$ cat src/rtl/esaxi_emesh_tx_arb_if.sv
// eMesh transmit-side bundle: write and read request streams in, one packet stream out.
// The slave modport is the arbiter's view of the bundle, and the master modport is the view of the surrounding logic.
interface esaxi_emesh_tx_arb_if #(
  parameter int PW = 104
);
  logic          wr_access;
  logic [PW-1:0] wr_packet;
  logic          wr_wait;
  logic          rd_access;
  logic [PW-1:0] rd_packet;
  logic          rd_wait;
  logic          tx_access;
  logic [PW-1:0] tx_packet;
  logic          tx_wait;
  logic          arb_busy;
  logic          last_src;

  modport slave (
    input  wr_access, wr_packet, rd_access, rd_packet, tx_wait,
    output wr_wait, rd_wait, tx_access, tx_packet, arb_busy, last_src
  );

  modport master (
    output wr_access, wr_packet, rd_access, rd_packet, tx_wait,
    input  wr_wait, rd_wait, tx_access, tx_packet, arb_busy, last_src
  );
endinterface

$ cat src/rtl/esaxi_emesh_tx_arb.sv
// Write-priority arbiter with a bounded write run, which shares the eMesh tx channel between
// the AXI write and read-request streams. A one-deep registered output stage honours tx_wait.
module esaxi_emesh_tx_arb #(
  parameter int PW      = 104,
  parameter int RUN_MAX = 4,
  parameter int CW      = 4
) (
  input  logic                  s_axi_aclk,
  input  logic                  s_axi_aresetn,
  esaxi_emesh_tx_arb_if.slave   bus
);

  localparam logic [CW-1:0] RUN_MAX_C = CW'(RUN_MAX);

  typedef enum logic [1:0] {
    SEL_NONE = 2'b00,
    SEL_WR   = 2'b01,
    SEL_RD   = 2'b10
  } sel_e;

  logic          tx_access_r;
  logic [PW-1:0] tx_packet_r;
  logic          last_src_r;
  logic [CW-1:0] run_r;

  sel_e          sel_s;
  logic          load_s;
  logic          wr_acc_s;
  logic          rd_acc_s;

  // Grant selection and accept qualification; waits stay high while reset is asserted
  always_comb begin
    load_s   = ~tx_access_r | ~bus.tx_wait;
    sel_s    = SEL_NONE;
    wr_acc_s = 1'b0;
    rd_acc_s = 1'b0;
    case ({bus.wr_access, bus.rd_access})
      2'b11:   sel_s = (run_r == RUN_MAX_C) ? SEL_RD : SEL_WR;
      2'b10:   sel_s = SEL_WR;
      2'b01:   sel_s = SEL_RD;
      default: sel_s = SEL_NONE;
    endcase
    if (s_axi_aresetn && load_s) begin
      wr_acc_s = (sel_s == SEL_WR);
      rd_acc_s = (sel_s == SEL_RD);
    end else begin
      wr_acc_s = 1'b0;
      rd_acc_s = 1'b0;
    end
  end

  assign bus.wr_wait   = ~wr_acc_s;
  assign bus.rd_wait   = ~rd_acc_s;
  assign bus.tx_access = tx_access_r;
  assign bus.tx_packet = tx_packet_r;
  assign bus.last_src  = last_src_r;
  assign bus.arb_busy  = tx_access_r | bus.wr_access | bus.rd_access;

  // Output stage: load on accept, empty when drained with nothing granted, hold while stalled
  always_ff @(posedge s_axi_aclk or negedge s_axi_aresetn) begin
    if (!s_axi_aresetn) begin
      tx_access_r <= 1'b0;
      tx_packet_r <= {PW{1'b0}};
      last_src_r  <= 1'b0;
    end else if (wr_acc_s) begin
      tx_access_r <= 1'b1;
      tx_packet_r <= bus.wr_packet;
      last_src_r  <= 1'b0;
    end else if (rd_acc_s) begin
      tx_access_r <= 1'b1;
      tx_packet_r <= bus.rd_packet;
      last_src_r  <= 1'b1;
    end else if (load_s) begin
      tx_access_r <= 1'b0;
    end else begin
      tx_access_r <= tx_access_r;
    end
  end

  // Run counter: consecutive write grants made while a read waits, cleared by any read or an uncontested write
  always_ff @(posedge s_axi_aclk or negedge s_axi_aresetn) begin
    if (!s_axi_aresetn) begin
      run_r <= {CW{1'b0}};
    end else if (wr_acc_s) begin
      if (!bus.rd_access) begin
        run_r <= {CW{1'b0}};
      end else if (run_r != RUN_MAX_C) begin
        run_r <= run_r + CW'(1);
      end else begin
        run_r <= run_r;
      end
    end else if (rd_acc_s) begin
      run_r <= {CW{1'b0}};
    end else begin
      run_r <= run_r;
    end
  end

endmodule

$ cat src/flat_wrapper.sv
// flat-port wrapper written by rule: the top's interface ports become plain ports
module esaxi_emesh_tx_arb_flat 
#(
  parameter int PW      = 104,
  parameter int RUN_MAX = 4,
  parameter int CW      = 4
)
  (s_axi_aclk, s_axi_aresetn, bus_wr_access, bus_wr_packet, bus_rd_access, bus_rd_packet, bus_tx_wait, bus_wr_wait, bus_rd_wait, bus_tx_access, bus_tx_packet, bus_arb_busy, bus_last_src);
  esaxi_emesh_tx_arb_if #(.PW(PW)) bus_i ();
  input  logic s_axi_aclk;
  input  logic s_axi_aresetn;
  input wire logic [$bits(bus_i.wr_access)-1:0] bus_wr_access;
  input wire logic [$bits(bus_i.wr_packet)-1:0] bus_wr_packet;
  input wire logic [$bits(bus_i.rd_access)-1:0] bus_rd_access;
  input wire logic [$bits(bus_i.rd_packet)-1:0] bus_rd_packet;
  input wire logic [$bits(bus_i.tx_wait)-1:0] bus_tx_wait;
  output wire logic [$bits(bus_i.wr_wait)-1:0] bus_wr_wait;
  output wire logic [$bits(bus_i.rd_wait)-1:0] bus_rd_wait;
  output wire logic [$bits(bus_i.tx_access)-1:0] bus_tx_access;
  output wire logic [$bits(bus_i.tx_packet)-1:0] bus_tx_packet;
  output wire logic [$bits(bus_i.arb_busy)-1:0] bus_arb_busy;
  output wire logic [$bits(bus_i.last_src)-1:0] bus_last_src;
  assign bus_i.wr_access = bus_wr_access;
  assign bus_i.wr_packet = bus_wr_packet;
  assign bus_i.rd_access = bus_rd_access;
  assign bus_i.rd_packet = bus_rd_packet;
  assign bus_i.tx_wait = bus_tx_wait;
  assign bus_wr_wait = bus_i.wr_wait;
  assign bus_rd_wait = bus_i.rd_wait;
  assign bus_tx_access = bus_i.tx_access;
  assign bus_tx_packet = bus_i.tx_packet;
  assign bus_arb_busy = bus_i.arb_busy;
  assign bus_last_src = bus_i.last_src;
  esaxi_emesh_tx_arb #(.PW(PW), .RUN_MAX(RUN_MAX), .CW(CW)) u_core (.s_axi_aclk(s_axi_aclk), .s_axi_aresetn(s_axi_aresetn), .bus(bus_i));
endmodule
$ cat config.mk
export PLATFORM = sky130hd
export DESIGN_NAME = esaxi_emesh_tx_arb_flat
export DESIGN_NICKNAME = d
export VERILOG_FILES = /design/src/rtl/esaxi_emesh_tx_arb_if.sv /design/src/rtl/esaxi_emesh_tx_arb.sv /design/src/flat_wrapper.sv
export SDC_FILE = /design/constraint.sdc
export NUM_CORES = 1
export LEC_CHECK = 0
export BUFFER_PORTS_ARGS = -buffer_cell sky130_fd_sc_hd__buf_2
export CORE_AREA = 5 5 123 125
export CTS_CLUSTER_DIAMETER = 60
export CTS_CLUSTER_SIZE = 14
export DETAILED_ROUTE_END_ITERATION = 10
export DIE_AREA = 0 0 128 130
export GPL_TIMING_DRIVEN = 0
export PLACE_DENSITY_LB_ADDON = 0.08
export SYNTH_ARGS = -nofsm -noshare
export SYNTH_HDL_FRONTEND = slang
export SYNTH_SLANG_ARGS = --single-unit
$ cat constraint.sdc
create_clock -name s_axi_aclk -period 2.8 [get_ports s_axi_aclk]
set_input_delay 0.14 -clock s_axi_aclk [delete_from_list [all_inputs] [get_ports s_axi_aclk]]
set_output_delay 0.14 -clock s_axi_aclk [all_outputs]
set_load 0.01 [all_outputs]
* After elaboration in Yosys (flattened, before gate mapping)
Index checks and enable logic that the tools add are counted.
** Word-level totals
- Register bits after elaboration :: 110
- Input port bits :: 213
- Output and inout port bits :: 109
** Cells by class
- $add $sub $neg :: 1
- Equality and inequality tests :: 8
- Muxes and demuxes :: 15
- Bitwise gates (word level) :: 7
- Reductions and logical operators :: 4
** Operators by type and width (count)
- $mux 104 :: 2
- $mux 4 :: 4
- $mux 1 :: 7
- $eq 2x2->1 const B :: 3
- $pmux 2 s3 :: 1
- $add 4x1->4 const B :: 1
- $eq 2x1->1 const B :: 2
- $eq 4x3->1 const B :: 1
- $ne 4x3->1 const B :: 1
- $not 1->1 :: 4
- $ne 3x3->1 const B :: 1
- $or 1x1->1 :: 3
- $reduce_bool 3->1 :: 1
- $mux 2 :: 1
- $reduce_and 2->1 :: 1
- $reduce_bool 2->1 :: 1
- $logic_and 1x1->1 :: 1

* Logic depth before layout (Yosys ltp)
Gate-level depths: netlist of the first run.
- Depth in word-level cells :: 7
- Depth in mapped cells :: 8

* Worst setup path after synthesis of the first run
OpenSTA, ideal clock, no wires.
- Path kind :: register to register
- Start :: register u_core.run_r[0]
- End :: register u_core.tx_packet_r[21] (netlist: u_core.bus.tx_packet[21])
- Setup time :: 0.130 ns
- Arrival time :: 1.446 ns
- Required time :: 2.670 ns
- Path slack :: 1.224 ns
- Stages on the path, launching flop included :: 9
- Path buffers :: 3
- Period minus slack after synthesis :: 1.576 ns
- Path through :: dfrtp_1 inv_1 ha_1 and4b_1 buf_6 buf_8 buf_6 o31ai_2 a31oi_1
** Between the ends
- Cells in the longest elaborated chain, start to end :: 6
** Ends and longest elaborated chain
- start, declared :: RTL line esaxi_emesh_tx_arb.sv:24 : logic [CW-1:0] run_r;
- start signal, assigned :: RTL line esaxi_emesh_tx_arb.sv:83 : run_r <= {CW{1'b0}};
- start signal, assigned :: RTL line esaxi_emesh_tx_arb.sv:86 : run_r <= {CW{1'b0}};
- start signal, assigned :: RTL line esaxi_emesh_tx_arb.sv:88 : run_r <= run_r + CW'(1);
- $eq 4x3->1 * :: RTL line esaxi_emesh_tx_arb.sv:38 : 2'b11: sel_s = (run_r == RUN_MAX_C) ? SEL_RD : SEL_WR;
- $mux 2 * :: RTL line esaxi_emesh_tx_arb.sv:38
- $pmux 2 s3 * :: RTL line esaxi_emesh_tx_arb.sv:37 : case ({bus.wr_access, bus.rd_access})
- $eq 2x1->1 / $eq 2x2->1 (equally long branches) :: RTL line esaxi_emesh_tx_arb.sv:44, esaxi_emesh_tx_arb.sv:45
- $mux 1 :: RTL line esaxi_emesh_tx_arb.sv:43 : if (s_axi_aresetn && load_s) begin
- $mux 104 / $reduce_bool 2->1 (equally long branches)
- end signal, assigned :: RTL line esaxi_emesh_tx_arb.sv:63 : tx_packet_r <= {PW{1'b0}};
- end signal, assigned :: RTL line esaxi_emesh_tx_arb.sv:67 : tx_packet_r <= bus.wr_packet;
- end signal, assigned :: RTL line esaxi_emesh_tx_arb.sv:71 : tx_packet_r <= bus.rd_packet;
- end, declared :: RTL line esaxi_emesh_tx_arb.sv:22 : logic [PW-1:0] tx_packet_r;
Mark *: on every way between the ends. The rest lies on a longest branch, timed or not.
A chain may end at the register's enable or synchronous reset.

* Final worst setup path of the first run
- Start :: input port s_axi_aresetn
- End :: output port bus_wr_wait
** Between the ends
- Cells in the longest elaborated chain, start to end :: 3
** Ends and longest elaborated chain
- start, declared :: RTL line flat_wrapper.sv:11 : input logic s_axi_aresetn;
- $logic_and 1x1->1 :: RTL line esaxi_emesh_tx_arb.sv:43
- $mux 1 :: RTL line esaxi_emesh_tx_arb.sv:43
- $not 1->1 :: RTL line esaxi_emesh_tx_arb.sv:52 : assign bus.wr_wait = ~wr_acc_s;
- end, declared :: RTL line flat_wrapper.sv:17 : output wire logic [$bits(bus_i.wr_wait)-1:0] bus_wr_wait;
No other way between the ends.

==> results of run 1 <==
==> layout make-up <==
cell class,instances,share of cell area
inverters,6,0.00264
flip-flops and latches,110,0.322
plain buffers,105,0.0643
well taps,180,0.0264
multi-input cells,445,0.359
clock buffers,14,0.0309
diodes,1,0.000293
clock inverters,1,0.000586
repair buffers,322,0.194
==> state kept, by name, summed over array words and instances, names as in the netlist <==
register              flops
u_core.bus.tx_packet    104
u_core.run_r              4
u_core.bus.last_src       1
u_core.bus.tx_access      1
==> power by group through the flow <==
stage	clock [W]	sequential, W	combinational (W)
floorplan	0	0.00220	0.000621
detailed placement	0	0.00207	0.00147
global placement	0	0.00207	0.00145
global route	0.00132	0.00208	0.00160
CTS	0.00125	0.00205	0.00147
finish	0.00124	0.00205	0.00147
==> worst reg2reg max path: cells and delay by family, from the launching register on <==
| family | cells | cell delay, ps |
|---|---|---|
| buffers and inverters | 3 | 580 |
| and+or+nand+nor | 2 | 470 |
| DFF | 1 | 400 |
| adders and majority gates | 1 | 220 |
| AOI/OAI and AO/OA | 1 | 190 |
==> logic make-up after synthesis <==
group | after synthesis | synth area share
AOI/OAI and AO/OA | 325 | 0.359
and+or+nand+nor | 117 | 0.116
buffers and inverters | 111 | 0.0894
DFF | 110 | 0.431
adders and majority gates | 2 | 0.00391
xor gates and xnor gates | 1 | 0.00137
==> layer usage <==
metal  track usage  part of all wire  vias to the layer above
met5             0                 0                        -
met4         0.121             0.033                        0
met3        0.0610             0.084                       63
met2         0.478              0.49                      361
met1         0.357              0.39                     3482
li1              -                 -                     3346
==> Yosys cell counts (all sizes together) <==
cell type    n  share of area
a21bo        1         0.0016
nor2         2         0.0023
o311ai       1         0.0014
a21boi       1         0.0018
inv          6         0.0035
o211ai       1         0.0012
or3          1        0.00098
and3b        1         0.0014
dfrtp      110           0.43
nand4b       1         0.0014
a31oi      104           0.10
nor2b        1        0.00098
a32o         1         0.0016
nand4      106           0.10
xor2         1         0.0014
buf         62          0.060
and4b        1         0.0016
nor3         1         0.0016
nand2        1        0.00059
a21oi      106          0.083
ha           2         0.0039
o21ai        5         0.0039
a21o         1         0.0012
nand3        1        0.00078
or2          1        0.00098
clkbuf      43          0.025
o31ai      104           0.16
==> stage by stage <==
| stage | setup TNS [ps] | hold WS, ps |
|---|---|---|
| floorplan | 0 | -156 |
| global placement | -95300 | 384 |
| detailed placement | 0 | 127 |
| CTS | 0 | 22.8 |
| global route | 0 | 34.1 |
| finish | 0 | 31.5 |
==> what timing repair did <==
action	4_1_cts	5_1_grt
hold buffers	1	0
resized for setup	0	3
endpoints found under the setup margin	0	24
endpoints found under the hold margin	50	0
==> worst max path at each step <==
stage,end,cells after the start,slack [ps]
5_1_grt,bus_wr_wait,9,50
6_report,bus_wr_wait,9,210
2_1_floorplan,u_core.bus.tx_packet[21],8,1220
3_3_place_gp,u_core.bus.tx_packet[39],6,-940
4_1_cts,bus_wr_wait,9,60
3_5_place_dp,u_core.bus.tx_packet[42],8,370
==> cell usage in the layout, fill, tap and decap left out, types with 8 or more instances in the layout <==
cell	count
a21oi_1	106
a31oi_1	104
buf_6	8
clkbuf_16	9
buf_2	364
o31ai_2	50
dfrtp_1	110
clkbuf_1	45
nand4_1	106
o31ai_1	54
==> flow_summary.toml, run 1 <==
[status]
status = "complete, no violations"

[global_route]
grt_antenna_before_repair = 1
grt_pass1_wl_um = 37700
grt_max_degree = 63
overflow = 0
first_global_vias = 7150
grt_util_all_layers = 0.285

[hold_path]
holdPathStages = 2
min_from = "bus_tx_wait"
holdPathEnd = "u_core.bus.tx_access"
min_path_type = "primary input to flop"

[power_and_ir_drop]
switching_share = 0.341
p_sw_w = 0.00162
p_per_area_nw_per_um2 = 557
intPower_w = 0.00314
seqPwrFrac = 0.432
combPwrFrac = 0.308
fin_total_pwr_w = 0.00476
clkPwrFrac = 0.260
p_leak_nw = 3.66
ir_drop_mv = 0.311

[die]
die_w_um = 128
rows = 43
core_area_um2 = 13800
dieArea_um2 = 16600
initial_utilization = 0.464
ioPinCount = 322
die_h_um = 130

[place]
place_hpwl_um = 18200
gp_congestion = 0.847
dpl_cell_area_um2 = 8250
numPortBuffers = 320
placedCellCount = 1167
pre_cts_slack_ps = 368

[critical_path]
crit_chain = "dlygate4sd3_1, buf_12, buf_16, a21bo_1, buf_4, buf_6, nor3_2, inv_1, buf_2"
crit_family = "buffers and inverters"
startpoint_type = "primary input"
cp-startpoint = "s_axi_aresetn"
critPathCaptureType = "output pin"
crit_type = "primary input to output pin"
cp.arrival_ps = 2450
path_max_fanout = 62
required_ps = 2660
critPathBufInv = 7
critPathSlowestCell = "dlygate4sd3_1"
timing.rr.end = "u_core.bus.tx_packet[39]"
rr_startpoint = "u_core.run_r[0]"
rr_worst_depth = 7
cpPeakStageDelay_ps = 590
r2r_setup_slack_ps = 870

[clock_network]
cts_htree_levels = 3
cts_buffers = 9
numClockSinks = 110
post_cts_buffers = 0
cts_root_buf = "clkbuf_16"
clk_latency_ps = 350
ctsLongestPathBuffers = 2
cts_tree = "yes"
clk_pin_slew_ps = 70

[sta]
final_hold_viol_count = 0
period_minus_slack_ps = 2590
rsz0062_at_grt = "false"
fin_ws_ps = 214
finalCritPeriodShare = 0.923
slew_viol_final = 0
slew_headroom = 0.637
worstMarginPinSlew_ps = 544
fmax_ghz = 0.387
finalSetupViolations = 0
fin_skew_ps = 4.92

[routing]
viasPerCell = 6.13
drtPass1Iterations = 5
route.final.wire_length_um = 25000
wl_per_cell_um = 21.1
drc = 0
drt-initial-drc-count = 533
routed-via-count = 7252
drtAntennaViolNets = 0

[finish]
drive_above_1_share = 0.448
fin_util = 0.620
fin_nets = 1214
area_growth_pct = 33.6
regArea_um2 = 2750
final_cells = 1184
multi_input_area_um2 = 3070
fill_cells = 1346
stdcell_area_um2 = 8540

[logic_synthesis]
ys_types = 35
netlist_area_um2 = 6390
avgSynthCellArea_um2 = 9.60
ys_ff_latch = 110
ys_seq_area_frac = 0.431
ys_warn_count = 0
syn_nets = 881
syn_inst = 666

[job]
drv_cap = 0
Power figures use the tool's default switching activity.
==> run 2, diff against run 1 <==
--- a/config.mk
+++ b/config.mk
@@ -12,7 +12,8 @@
 export DETAILED_ROUTE_END_ITERATION = 10
 export DIE_AREA = 0 0 128 130
 export GPL_TIMING_DRIVEN = 0
-export PLACE_DENSITY_LB_ADDON = 0.08
+export HOLD_SLACK_MARGIN = 0.02
+export PLACE_DENSITY = 0.8
 export SYNTH_ARGS = -nofsm -noshare
 export SYNTH_HDL_FRONTEND = slang
 export SYNTH_SLANG_ARGS = --single-unit
==> run 2 against run 1 <==
Clock-buffer cell count decreased by 2. Fmax increased by 2.0%. Total power increased by 2.2%. Critical path type unchanged. Non-clock buffer count unchanged. Clock power increased by 9%. Clock skew increased by 4.7 ps. Highest routed layer unchanged. Combinational power about the same.
==> flow_summary.toml, run 2 (synthesis results as in run 1) <==
[routing]
drtPass1Iterations = 5
viasPerCell = 6.18
route.final.wire_length_um = 24600
wl_per_cell_um = 20.8
drtAntennaViolNets = 0
routed-via-count = 7327
drt-initial-drc-count = 653
drc = 0

[clock_network]
cts_htree_levels = 3
numClockSinks = 110
cts_tree = "yes"
clk_pin_slew_ps = 70
holdBufCountCts = 1
clk_latency_ps = 360
cts_buffers = 9
post_cts_buffers = 0
cts_resized = 0
cts_root_buf = "clkbuf_16"
ctsLongestPathBuffers = 2

[die]
die_w_um = 128
rows = 43
initial_utilization = 0.464
die_h_um = 130
core_area_um2 = 13800
dieArea_um2 = 16600
ioPinCount = 322

[power_and_ir_drop]
p_per_area_nw_per_um2 = 568
fin_total_pwr_w = 0.00486
p_leak_nw = 3.67
ir_drop_mv = 0.317

[critical_path]
critPathCaptureType = "output pin"
crit_chain = "dlygate4sd3_1, buf_4, a21bo_1, buf_4, buf_6, nor3_2, inv_1, buf_2"
cpPeakStageDelay_ps = 550
startpoint_type = "primary input"
critPathBufInv = 6
crit_type = "primary input to output pin"
crit_family = "buffers and inverters"
critPathSlowestCell = "buf_4"
path_max_fanout = 53
cp.arrival_ps = 2400
worst_path_most_repeated_cell = "buf_4"
required_ps = 2660

[sta]
worstMarginPinSlew_ps = 722
finalSetupViolations = 0
slew_headroom = 0.519
fin_skew_ps = 9.58
slew_viol_final = 0
final_hold_viol_count = 0
finalCritPeriodShare = 0.906
rsz0062_at_grt = "false"
fin_ws_ps = 265
period_minus_slack_ps = 2540
fmax_ghz = 0.394
whs_ps = 30.5

[place]
dpl_cell_area_um2 = 8250
numPortBuffers = 320
pre_cts_slack_ps = 528
place_hpwl_um = 18100
gp_congestion = 0.874

[global_route]
grt_max_degree = 61
grt_util_met1 = 0.349
grt_pass1_wl_um = 37300
first_global_vias = 7145
grt_antenna_before_repair = 1
top_usage_layer = "met2"
use_met3 = 0.0598
overflow = 0
use_met2 = 0.481
grt_util_all_layers = 0.283

[hold_path]
min_path_type = "primary input to flop"

[status]
status = "complete, no violations"

[finish]
fin_nets = 1214
final_cell_mix = "buf_2, dfrtp_1, nand4_1, a21oi_1, a31oi_1"
drive_above_1_share = 0.450
stdcell_area_um2 = 8560
final_common_cell = "buf_2"
area_growth_pct = 34.0
largest_register_ffs = 104
fill_cells = 1263

[job]
drv_cap = 0
==> run 2: report_power, final <==
| part | switching, W | internal [W] | leakage, nW |
|---|---|---|---|
| Sequential | 0.000174 | 0.00188 | 1.23 |
| Combinational | 0.000859 | 0.000606 | 2.29 |
| Clock | 0.000605 | 0.000740 | 0.152 |
| Total | 0.00164 | 0.00323 | 3.67 |
==> run 2: final timing paths <==
| kind | startpoint | endpoint | slack, ps | cells past startpoint |
|---|---|---|---|---|
| max | s_axi_aresetn | bus_wr_wait | 260 | 8 |
| max reg2reg | u_core.run_r[0] | u_core.bus.tx_packet[42] | 820 | 7 |
| min in group asynchronous | s_axi_aresetn | u_core.bus.tx_packet[88] | 370 | 2 |
| min | bus_tx_wait | u_core.bus.tx_access | 30 | 2 |
| max in group asynchronous | s_axi_aresetn | u_core.bus.tx_packet[37] | 1670 | 3 |
| min reg2reg | u_core.bus.last_src | u_core.bus.last_src | 510 | 2 |
==> run 2: cell type report <==
type                       count  area (um^2)  share of cell area
antenna                        1         2.50            0.000292
buffer                       105          549              0.0641
clock buffer                  12          256              0.0299
clock inverter                 4         45.0             0.00526
inverter                       6         22.5             0.00263
multi-input combinational    445         3070               0.358
sequential                   110         2750               0.321
tap                          180          225              0.0263
timing repair buffer         322         1640               0.192
==> run 2: layer usage <==
layer,part of all wire,vias to the layer above
met1,0.38,3464
met5,0,-
met4,0.037,0
met3,0.095,66
li1,-,3341
met2,0.49,456
==> run 2: worst reg2reg max path: stages (launching register included) <==
cell      delay (ps)
dfrtp_1          410
inv_1             60
ha_1             210
nand4b_1         340
buf_4            270
buf_2            230
nand4_1          130
a31oi_1          220
==> run 2: metrics by stage <==
stage                     TNS (ps)  utilization  std cells
final                            0        0.622       1185
after global routing             0        0.622       1185
after CTS                        0        0.622       1184
after detailed placement         0        0.599       1167
after global placement      -86380        0.597       1166
after floorplan                  0            -        666
==> run 3, diff against run 2 <==
--- a/config.mk
+++ b/config.mk
@@ -14,6 +14,7 @@
 export GPL_TIMING_DRIVEN = 0
 export HOLD_SLACK_MARGIN = 0.02
 export PLACE_DENSITY = 0.8
+export RECOVER_POWER = 50
 export SYNTH_ARGS = -nofsm -noshare
 export SYNTH_HDL_FRONTEND = slang
 export SYNTH_SLANG_ARGS = --single-unit
==> run 3 against run 2 <==
The flow now finishes with violations (max-capacitance violations, max-slew violations). Sequential cell count did not move. First-iteration DRC count shrank 2.6%. Clock-buffer cell count is the same. Clock skew fell by 0.59 ps. Clock power hardly changed. Worst setup slack better by 12 ps. Non-clock buffer count is the same. Worst hold slack about the same. Combinational power shrank 5%. Fmax increased by 0.48%. Sequential power hardly changed. Critical path type unchanged. Critical endpoint unchanged.
==> flow_summary.toml, run 3 (synthesis results as in run 1) <==
[global_route]
first_global_vias = 7145
grt_max_degree = 61
grt_antenna_before_repair = 1
overflow = 0
grt_util_all_layers = 0.283
grt_pass1_wl_um = 37300

[routing]
viasPerCell = 6.20
wl_met1_um = 9390
routed-via-count = 7351
drc = 0
top_layer = "met4"
route.final.wire_length_um = 24700
wl_met3_um = 2270
drtPass1Iterations = 8
wl_per_cell_um = 20.9
wl_met2_um = 12200
drt-initial-drc-count = 636
drtAntennaViolNets = 0

[critical_path]
cp.arrival_ps = 2380
critPathSlowestCell = "dlygate4sd3_1"
critPathBufInv = 6
path_max_fanout = 53
worst_path_most_repeated_cell = "buf_4"
crit_type = "primary input to output pin"
crit_chain = "dlygate4sd3_1, buf_4, a21bo_1, buf_4, buf_6, nor3_2, inv_1, buf_2"
required_ps = 2660
cpPeakStageDelay_ps = 530
crit_family = "buffers and inverters"
startpoint_type = "primary input"
critPathCaptureType = "output pin"

[job]
drv_cap = 1

[sta]
fmax_ghz = 0.396
finalCritPeriodShare = 0.901
finalSetupViolations = 0
worstMarginPinSlew_ps = 1570
slew_headroom = -0.0452
fin_ws_ps = 277
rsz0062_at_grt = "false"
slew_viol_final = 61
final_hold_viol_count = 0
fin_tns_setup_ps = 0
period_minus_slack_ps = 2520
fin_skew_ps = 8.99

[place]
place_hpwl_um = 18100
pre_cts_slack_ps = 528
dpl_cell_area_um2 = 8250
numPortBuffers = 320
gp_congestion = 0.874

[hold_path]
min_path_type = "primary input to flop"

[power_and_ir_drop]
p_leak_nw = 3.41
ir_drop_mv = 0.317
fin_total_pwr_w = 0.00479
p_per_area_nw_per_um2 = 570

[status]
status = "complete, but fails checks"
violations = "max-capacitance violations, max-slew violations"

[finish]
final_cell_mix = "buf_2, clkbuf_1, dfrtp_1"
final_common_cell = "buf_2"
drive_above_1_share = 0.345
stdcell_area_um2 = 8410
largest_register_ffs = 104
fin_nets = 1214
area_growth_pct = 31.5

[die]
dieArea_um2 = 16600
core_area_um2 = 13800
rows = 43
die_h_um = 130
initial_utilization = 0.464
ioPinCount = 322
die_w_um = 128

[clock_network]
numClockSinks = 110
cts_buffers = 9
ctsLongestPathBuffers = 2
cts_htree_levels = 3
cts_tree = "yes"
post_cts_buffers = 0
clk_latency_ps = 360
cts_root_buf = "clkbuf_16"
clk_pin_slew_ps = 70
-- run 3: cell types whose count changed in the layout (fill, tap and decap cells not counted) --
cell and delta:
buf_2 -106, clkbuf_1 +106, buf_16 -1, clkbuf_2 +1
-- run 3: through the flow --
| step | util | hold WS (ps) | instances |
|---|---|---|---|
| 3_5_place_dp | 0.599 | 223 | 1167 |
| 5_1_grt | 0.611 | 30.8 | 1185 |
| 2_1_floorplan | - | -156 | 666 |
| 6_report | 0.611 | 30.4 | 1185 |
| 4_1_cts | 0.622 | 20.7 | 1184 |
| 3_3_place_gp | 0.597 | 384 | 1166 |
-- run 3: path summary, 6_finish.rpt --
path / startpoint / endpoint / slack [ps] / depth (start not counted)
setup reg to reg: u_core.run_r[0] / u_core.bus.tx_packet[42] / 810 / 7
hold / removal: bus_tx_wait / u_core.bus.tx_access / 30 / 2
hold reg to reg: u_core.bus.last_src / u_core.bus.last_src / 520 / 2
setup / recovery: s_axi_aresetn / bus_wr_wait / 280 / 8
max in group asynchronous: s_axi_aresetn / u_core.bus.tx_packet[37] / 460 / 3
min in group asynchronous: s_axi_aresetn / u_core.bus.tx_packet[88] / 360 / 2
-- run 3: power breakdown --
group | internal (W) | total (W) | switching, W
logic | 0.000523 | 0.00139 | 0.000862
registers | 0.00188 | 0.00206 | 0.000181
clock network | 0.000740 | 0.00134 | 0.000604
total | 0.00314 | 0.00479 | 0.00165
-- run 3: worst reg2reg max path, cell delays in order, from the launching register on --
cell and delay [ps]:
dfrtp_1 410, inv_1 60, ha_1 210, nand4b_1 350, buf_4 270, buf_2 240
nand4_1 130, a31oi_1 220
-- run 3: layout make-up --
cell class	instances	area (um^2)
fill	1329	5360
multi-input combinational	445	3070
sequential	110	2750
timing repair buffer	322	1490
buffer	105	549
clock buffer	12	256
tap	180	225
clock inverter	4	45.0
inverter	6	22.5
antenna	1	2.50
-- run 3: timing repair --
action | CTS | global route
gates resized for setup | 0 | 0
endpoints found under the hold margin | 50 | 0
hold buffers | 1 | 0
setup endpoints to repair | 0 | 0
-- run 3: per-layer routing --
metal | vias up | track usage
met5 | - | 0
met4 | 0 | 0.124
met3 | 71 | 0.0598
met2 | 468 | 0.481
met1 | 3466 | 0.349
li1 | 3346 | -
